File: src/rtl/rpi_link_pkg.sv
// Shared types and constants for the Raspberry Pi instruction link:
// loader FSM states, status-byte layout and the debug view of the loader.
package rpi_link_pkg;

  localparam int INST_BYTES = 10;

  localparam int ST_BUSY = 7;
  localparam int ST_REJ  = 6;
  localparam int ST_FERR = 5;
  localparam int ST_OVR  = 4;

  typedef enum logic [2:0] {
    S_IDLE,
    S_RECV,
    S_WAIT_IDLE,
    S_CHECK,
    S_WAIT_START
  } state_t;

  typedef struct packed {
    state_t     state;
    logic       sclk;
    logic       cs_n;
    logic [6:0] bit_cnt;
  } dbg_t;

  function automatic logic [7:0] status_byte(input logic busy, input logic rej,
                                             input logic ferr, input logic ovr);
    logic [7:0] s;
    s          = '0;
    s[ST_BUSY] = busy;
    s[ST_REJ]  = rej;
    s[ST_FERR] = ferr;
    s[ST_OVR]  = ovr;
    return s;
  endfunction

endpackage

File: src/rtl/rpi_sync_edge.sv
// Multi-flop synchronizer for one asynchronous input, with single-cycle
// rise/fall pulses derived from the synchronized level.
module rpi_sync_edge #(
  parameter int   STAGES = 2,
  parameter logic INIT   = 1'b0
) (
  input  logic clk,
  input  logic rst_n,
  input  logic i_d,
  output logic o_level,
  output logic o_rise,
  output logic o_fall
);

  logic [STAGES-1:0] r_sync;
  logic              r_prev;

  always_ff @(posedge clk or negedge rst_n) begin
    if (!rst_n) begin
      r_sync <= {STAGES{INIT}};
      r_prev <= INIT;
    end else begin
      r_sync <= (r_sync << 1) | STAGES'(i_d);
      r_prev <= r_sync[STAGES-1];
    end
  end

  assign o_level = r_sync[STAGES-1];
  assign o_rise  = r_sync[STAGES-1] & ~r_prev;
  assign o_fall  = ~r_sync[STAGES-1] & r_prev;

endmodule

File: src/rtl/rpi_inst_loader.sv
// SPI-slave instruction loader: assembles one frame from the Pi, then hands it
// to the task manager and reports the outcome as a status byte on MISO.
module rpi_inst_loader
  import rpi_link_pkg::*;
#(
  parameter int INST_BITS     = INST_BYTES * 8,
  parameter int SYNC_STAGES   = 2,
  parameter int START_TIMEOUT = 16
) (
  input  logic                 clk,
  input  logic                 rst_n,
  input  logic                 spi_sclk,
  input  logic                 spi_cs_n,
  input  logic                 spi_mosi,
  output logic                 spi_miso,
  output logic [INST_BITS-1:0] RPi_inst,
  output logic                 execute_task,
  input  logic                 inst_valid,
  input  logic                 idle,
  output logic                 busy,
  output logic                 frame_err,
  output logic                 inst_reject,
  output logic                 overrun,
  output dbg_t                 dbg
);

  localparam int TW = $clog2(START_TIMEOUT + 1);

  logic w_sclk_lvl, w_sclk_rise, w_sclk_fall;
  logic w_cs_lvl, w_cs_rise, w_cs_fall;
  logic w_shift;
  logic [7:0] w_status;
  logic [INST_BITS-1:0] w_shadow_nx;
  logic [6:0] w_bit_cnt_nx;

  logic [SYNC_STAGES-1:0] r_mosi_sync;
  logic [INST_BITS-1:0]   r_shadow, r_inst;
  logic [6:0]             r_bit_cnt;
  logic [7:0]             r_miso_sr;
  logic                   r_miso;
  state_t                 r_state;
  logic                   r_busy, r_ferr, r_rej, r_ovr, r_exec, r_drop;
  logic [TW-1:0]          r_tmo;

  rpi_sync_edge #(.STAGES(SYNC_STAGES), .INIT(1'b0)) u_sync_sclk (
    .clk(clk), .rst_n(rst_n), .i_d(spi_sclk),
    .o_level(w_sclk_lvl), .o_rise(w_sclk_rise), .o_fall(w_sclk_fall)
  );

  rpi_sync_edge #(.STAGES(SYNC_STAGES), .INIT(1'b1)) u_sync_cs (
    .clk(clk), .rst_n(rst_n), .i_d(spi_cs_n),
    .o_level(w_cs_lvl), .o_rise(w_cs_rise), .o_fall(w_cs_fall)
  );

  // cs_n counts as low in its rise cycle so a coincident sclk rise still shifts.
  assign w_shift  = w_sclk_rise && (!w_cs_lvl || w_cs_rise);
  assign w_status = status_byte(r_busy, r_rej, r_ferr, r_ovr);

  always_comb begin
    w_shadow_nx  = r_shadow;
    w_bit_cnt_nx = r_bit_cnt;
    if (w_shift) begin
      w_shadow_nx = {r_shadow[INST_BITS-2:0], r_mosi_sync[SYNC_STAGES-1]};
      if (r_bit_cnt != 7'd127) w_bit_cnt_nx = r_bit_cnt + 7'd1;
    end
  end

  always_ff @(posedge clk or negedge rst_n) begin
    if (!rst_n) begin
      r_mosi_sync <= '0;
      r_shadow    <= '0;
      r_bit_cnt   <= '0;
      r_miso      <= 1'b0;
      r_miso_sr   <= '0;
    end else begin
      r_mosi_sync <= (r_mosi_sync << 1) | SYNC_STAGES'(spi_mosi);
      r_shadow    <= w_shadow_nx;
      r_bit_cnt   <= w_cs_fall ? 7'd0 : w_bit_cnt_nx;
      if (w_cs_fall) begin
        r_miso    <= w_status[7];
        r_miso_sr <= {w_status[6:0], 1'b0};
      end else if (w_sclk_fall && !w_cs_lvl) begin
        r_miso    <= r_miso_sr[7];
        r_miso_sr <= {r_miso_sr[6:0], 1'b0};
      end
    end
  end

  // Issue handshake: execute_task is a one-cycle request raised only when idle
  // was seen high and inst_valid high one cycle later; idle falling afterwards
  // is the acknowledge, and no acknowledge within START_TIMEOUT is a reject.
  always_ff @(posedge clk or negedge rst_n) begin
    if (!rst_n) begin
      r_state <= S_IDLE;
      r_inst  <= '0;
      r_exec  <= 1'b0;
      r_busy  <= 1'b0;
      r_ferr  <= 1'b0;
      r_rej   <= 1'b0;
      r_ovr   <= 1'b0;
      r_drop  <= 1'b0;
      r_tmo   <= '0;
    end else begin
      r_exec <= 1'b0;
      if (w_cs_fall && r_busy) begin
        r_drop <= 1'b1;
      end else if (w_cs_rise && r_drop) begin
        r_drop <= 1'b0;
        r_ovr  <= 1'b1;
      end
      case (r_state)
        S_IDLE: if (w_cs_fall) r_state <= S_RECV;
        S_RECV: begin
          if (w_cs_rise) begin
            if (w_bit_cnt_nx == 7'(INST_BITS)) begin
              r_inst  <= w_shadow_nx;
              r_ferr  <= 1'b0;
              r_rej   <= 1'b0;
              r_ovr   <= 1'b0;
              r_busy  <= 1'b1;
              r_state <= S_WAIT_IDLE;
            end else begin
              r_ferr  <= 1'b1;
              r_state <= S_IDLE;
            end
          end
        end
        S_WAIT_IDLE: if (idle) r_state <= S_CHECK;
        S_CHECK: begin
          if (inst_valid) begin
            r_exec  <= 1'b1;
            r_tmo   <= '0;
            r_state <= S_WAIT_START;
          end else begin
            r_rej   <= 1'b1;
            r_busy  <= 1'b0;
            r_state <= S_IDLE;
          end
        end
        S_WAIT_START: begin
          if (!idle) begin
            r_busy  <= 1'b0;
            r_state <= S_IDLE;
          end else if (r_tmo == TW'(START_TIMEOUT - 1)) begin
            r_rej   <= 1'b1;
            r_busy  <= 1'b0;
            r_state <= S_IDLE;
          end else begin
            r_tmo <= r_tmo + 1'b1;
          end
        end
        default: r_state <= S_IDLE;
      endcase
    end
  end

  assign spi_miso     = r_miso;
  assign RPi_inst     = r_inst;
  assign execute_task = r_exec;
  assign busy         = r_busy;
  assign frame_err    = r_ferr;
  assign inst_reject  = r_rej;
  assign overrun      = r_ovr;
  assign dbg          = '{state: r_state, sclk: w_sclk_lvl, cs_n: w_cs_lvl, bit_cnt: r_bit_cnt};

endmodule

File: config.mk
export PLATFORM = sky130hd
export DESIGN_NAME = rpi_inst_loader
export DESIGN_NICKNAME = d
export VERILOG_FILES = /design/src/rtl/rpi_link_pkg.sv /design/src/rtl/rpi_sync_edge.sv /design/src/rtl/rpi_inst_loader.sv
export SDC_FILE = /design/constraint.sdc
export NUM_CORES = 1
export LEC_CHECK = 0
export ABC_CLOCK_PERIOD_IN_PS = 2800
export BUFFER_PORTS_ARGS = -buffer_cell sky130_fd_sc_hd__buf_2
export CORE_AREA = 2 2 148 121
export DETAILED_ROUTE_END_ITERATION = 8
export DIE_AREA = 0 0 150 123
export GPL_ROUTABILITY_DRIVEN = 0
export PLACE_DENSITY_LB_ADDON = 0.15
export SLEW_MARGIN = 20
export SYNTH_ARGS = -nofsm -noshare
export SYNTH_HDL_FRONTEND = slang
export SYNTH_HIERARCHICAL = 1
export SYNTH_SLANG_ARGS = --single-unit
export TNS_END_PERCENT = 20
File: constraint.sdc
create_clock -name clk -period 2.8 [get_ports clk]
set_input_delay 0.42 -clock clk [delete_from_list [all_inputs] [get_ports clk]]
set_output_delay 0.42 -clock clk [all_outputs]
set_load 0.005 [all_outputs]
==> metrics.yaml <==
setup_path:
  worst_r2r_endpoint: "RPi_inst[45]"
  cp_data_required_time_ns: 3.11
  setup.worst_path.end_class: "flip-flop"
  worst-setup-path-type: "flip-flop to flip-flop"
  path_buf_inv: 1
  chain_of_cells_forming_the_critical_path: "nor2b_1 -> nand2b_4 -> nand4_1 -> nand4bb_1 -> a221oi_4 -> buf_12 -> mux2_1"
  setup.worst_path.end: "RPi_inst[45]"
  critical_path.slowest_cell: "sky130_fd_sc_hd__dfstp_2"
  worst-endpoint-arrival_ns: 2.89
  timing.rr.start: "u_sync_cs/r_sync[1]"
  max_stage_delay_ns: 0.53
  critical_path_depth: 7
  setup.worst_path.start_class: "flip-flop"
  worst_r2r_path_depth: 7
  critPathTopFamily: "simple AND/OR/NAND/NOR gates"
  crit_fanout: 39
  regToRegSetupSlack_ns: 0.22
  setup.worst_path.start: "u_sync_cs/r_sync[1]"
sta:
  setup_violations: 0
  clock_skew_ns: 0.007885
  final.setup.tns_ns: 0
  hold_violations: 0
  final.period_utilization_pct: 92.02
  period_minus_slack_ns: 2.576
  rsz0062_at_grt: "false"
  worst-slew-pin-transition_ns: 0.8733
  fmax_mhz: 388.1
  timing.final.max_slew_violations: 0
  slew-limit-headroom_pct: 41.78
floorplanning:
  chipWidth_um: 150
  floorplan.initialDensity_pct: 44.29
  floorplan.die_area_sq_um: 18450
  io-pin-count: 105
  placementRows: 43
  die_h_um: 123
  design.core.area_sq_um: 17000
grt:
  grt_pass1_wl_mm: 24.70
  grt_max_degree: 81
  vias_in_the_first_global_route: 4875
  total_grt_overflow: 0
  grt_use_total_pct: 17.14
  initial_antenna_violation_count: 0
clocking:
  cts-resized-gates: 0
  clk_transition_reported_paths_ns: 0.07
  cts_hold_repair.buffers: 0
  max-clock-path-buffers: 2
  cts_setup_buffers: 0
  htreeDepth: 4
  clock_sink_count: 193
  clock_latency_ns: 0.43
  ctsRootBufferMaster: "sky130_fd_sc_hd__clkbuf_16"
  cts-buffers-inserted: 17
  cts_tree: "done"
drt:
  route.top_layer_used: "met4"
  drt-initial-drc-count: 264
  m1_wl_mm: 7.250
  post_drt_wl_per_cell_um: 14.70
  dr.pass1.iters: 4
  antenna_left: 0
  vias: 4909
  drc: 0
  dr_wl_met2_mm: 6.670
  routed-wl-met3_um: 588
  ratio_of_routed_vias_to_standard_cells: 4.919
  drt_wl_total_mm: 14.68
final_layout:
  area.growth.synth_to_final_pct: 18.25
  area.sequential_sq_um: 4833
  insertedDiodeCount: 0
  nFillCells: 1574
  final_layout_size_suffix_gt1_share_pct: 25.23
  postLayoutCoreUtil_pct: 52.37
  multiInputGateArea_sq_um: 2490
  nNetsFinal: 770
  final_cell_count_no_fill: 998
  commonest_cells_after_routing_fill_and_taps_aside: "sky130_fd_sc_hd__nand2_1, sky130_fd_sc_hd__dfrtp_1, sky130_fd_sc_hd__buf_2"
  mostFrequentLayoutCell: "sky130_fd_sc_hd__nand2_1"
synthesis:
  synthArstFlopShare_pct: 100.0
  postSynthRegisterBits: 193
  synthesis.nets: 666
  syn-instance-count: 656
  ys_seq_area_share_pct: 64.19
  number_of_library_cell_types_mapped_by_synthesis: 41
  synth_top_flop_cell: "sky130_fd_sc_hd__dfrtp_1"
  synth-edff-count: 0
  ys_warn_count: 6
  synthesis.area_sq_um: 7530
  postSynthAreaPerCell_sq_um: 11.48
pwr:
  power.share.combinational_pct: 4.1
  switching_share_pct: 23.57
  cellLeakagePower_uw: 0.005025
  peakVddDrop_v: 0.0003821
  power.share.sequential_pct: 51.8
  clkPwrFrac_pct: 44.1
  internal_power_of_the_cells_uw: 4253
  power_per_cell_area_nw_per_um2: 625.0
  power_switching_uw: 1312
hold_path:
  worst_hold_path_type: "input pin to asynchronous set/reset pin"
placement:
  io_buffers: 104
  detailed_place_hpwl_mm: 9.433
  dp_cells: 966
job:
  max_cap_viol_count: 0
status:
  run_status: "complete, no violations"
[cells in the mapped netlist (all sizes together) (3+ instances only)]
cell type / instances / area, sq um
nand2: 252 / 945.9
nand3: 8 / 40.04
nand2b: 4 / 32.53
mux2: 81 / 912.1
and4: 3 / 27.53
clkbuf: 19 / 71.32
nor2: 14 / 52.55
a31oi: 3 / 18.77
and2: 3 / 18.77
mux2i: 7 / 70.07
inv: 6 / 22.52
a21oi: 8 / 40.04
buf: 13 / 117.6
dfstp: 3 / 78.83
dfrtp: 190 / 4755
ha: 3 / 37.54
o21ai: 12 / 60.06
[registers in the layout (all words and copies together) (netlist names), 2 cells and up]
register            count
RPi_inst               80
r_bit_cnt               7
r_miso_sr               3
r_mosi_sync             2
r_shadow               80
r_state                 3
r_tmo                   5
u_sync_cs/r_sync        2
u_sync_sclk/r_sync      2
[final cells by class]
class	instances	area share, %
clock buffers	17	4.778
clock inverters	15	1.911
inverters	6	0.2530
multi-input cells	425	27.97
flip-flops and latches	193	54.29
well taps	225	3.162
repair buffers	117	7.645
[worst min-delay path by stage]
stage | startpoint | endpoint | cells past startpoint
after global routing | rst_n | r_shadow[37] | 1
after floorplan | rst_n | RPi_inst[0] | 0
after global placement | r_mosi_sync[0] | r_mosi_sync[1] | 0
after CTS | rst_n | RPi_inst[35] | 1
final | rst_n | RPi_inst[35] | 1
after detailed placement | u_sync_sclk/r_sync[0] | u_sync_sclk/r_sync[1] | 0
[per-stage QoR]
stage	hold WS (ns)	total power [uW]	cell area, sq um	worst slack (ns)
5_1_grt	0.03957	5783	8904	0.002935
3_5_place_dp	0.3418	3165	8304	0.2217
2_1_floorplan	0.1244	3039	7530	0.2547
6_report	0.008927	5565	8904	0.2235
3_3_place_gp	0.3352	3157	8304	0.2608
4_1_cts	0.02497	5626	8900	0.1973
[cell families (layout without fill, tap and decap cells)]
| logic type | Yosys count | count (layout) | share of synthesized area, % |
|---|---|---|---|
| buffers and inverters | 38 | 155 | 2.808 |
| AOI/OAI and AO/OA | 31 | 31 | 2.692 |
| muxes | 88 | 88 | 13.04 |
| xor gates and xnor gates | 2 | 2 | 0.2327 |
| and+or+nand+nor | 301 | 301 | 16.53 |
| adders and majority gates | 3 | 3 | 0.4986 |
| DFF | 193 | 193 | 64.19 |
[power groups by stage]
stage | sequential [uW] | clock [uW] | combinational, uW
3_3_place_gp | 2930 | 0 | 225
3_5_place_dp | 2930 | 0 | 231
2_1_floorplan | 2930 | 0 | 108
4_1_cts | 2880 | 2510 | 233
5_1_grt | 2890 | 2630 | 261
6_report | 2880 | 2460 | 228
[routing by layer]
metal	up-vias	global-route usage (%)
met5	-	0
met4	0	5.012
met3	17	4.576
met2	90	26.31
met1	2453	24.17
li1	2349	-
Power figures use the tool's default switching activity.
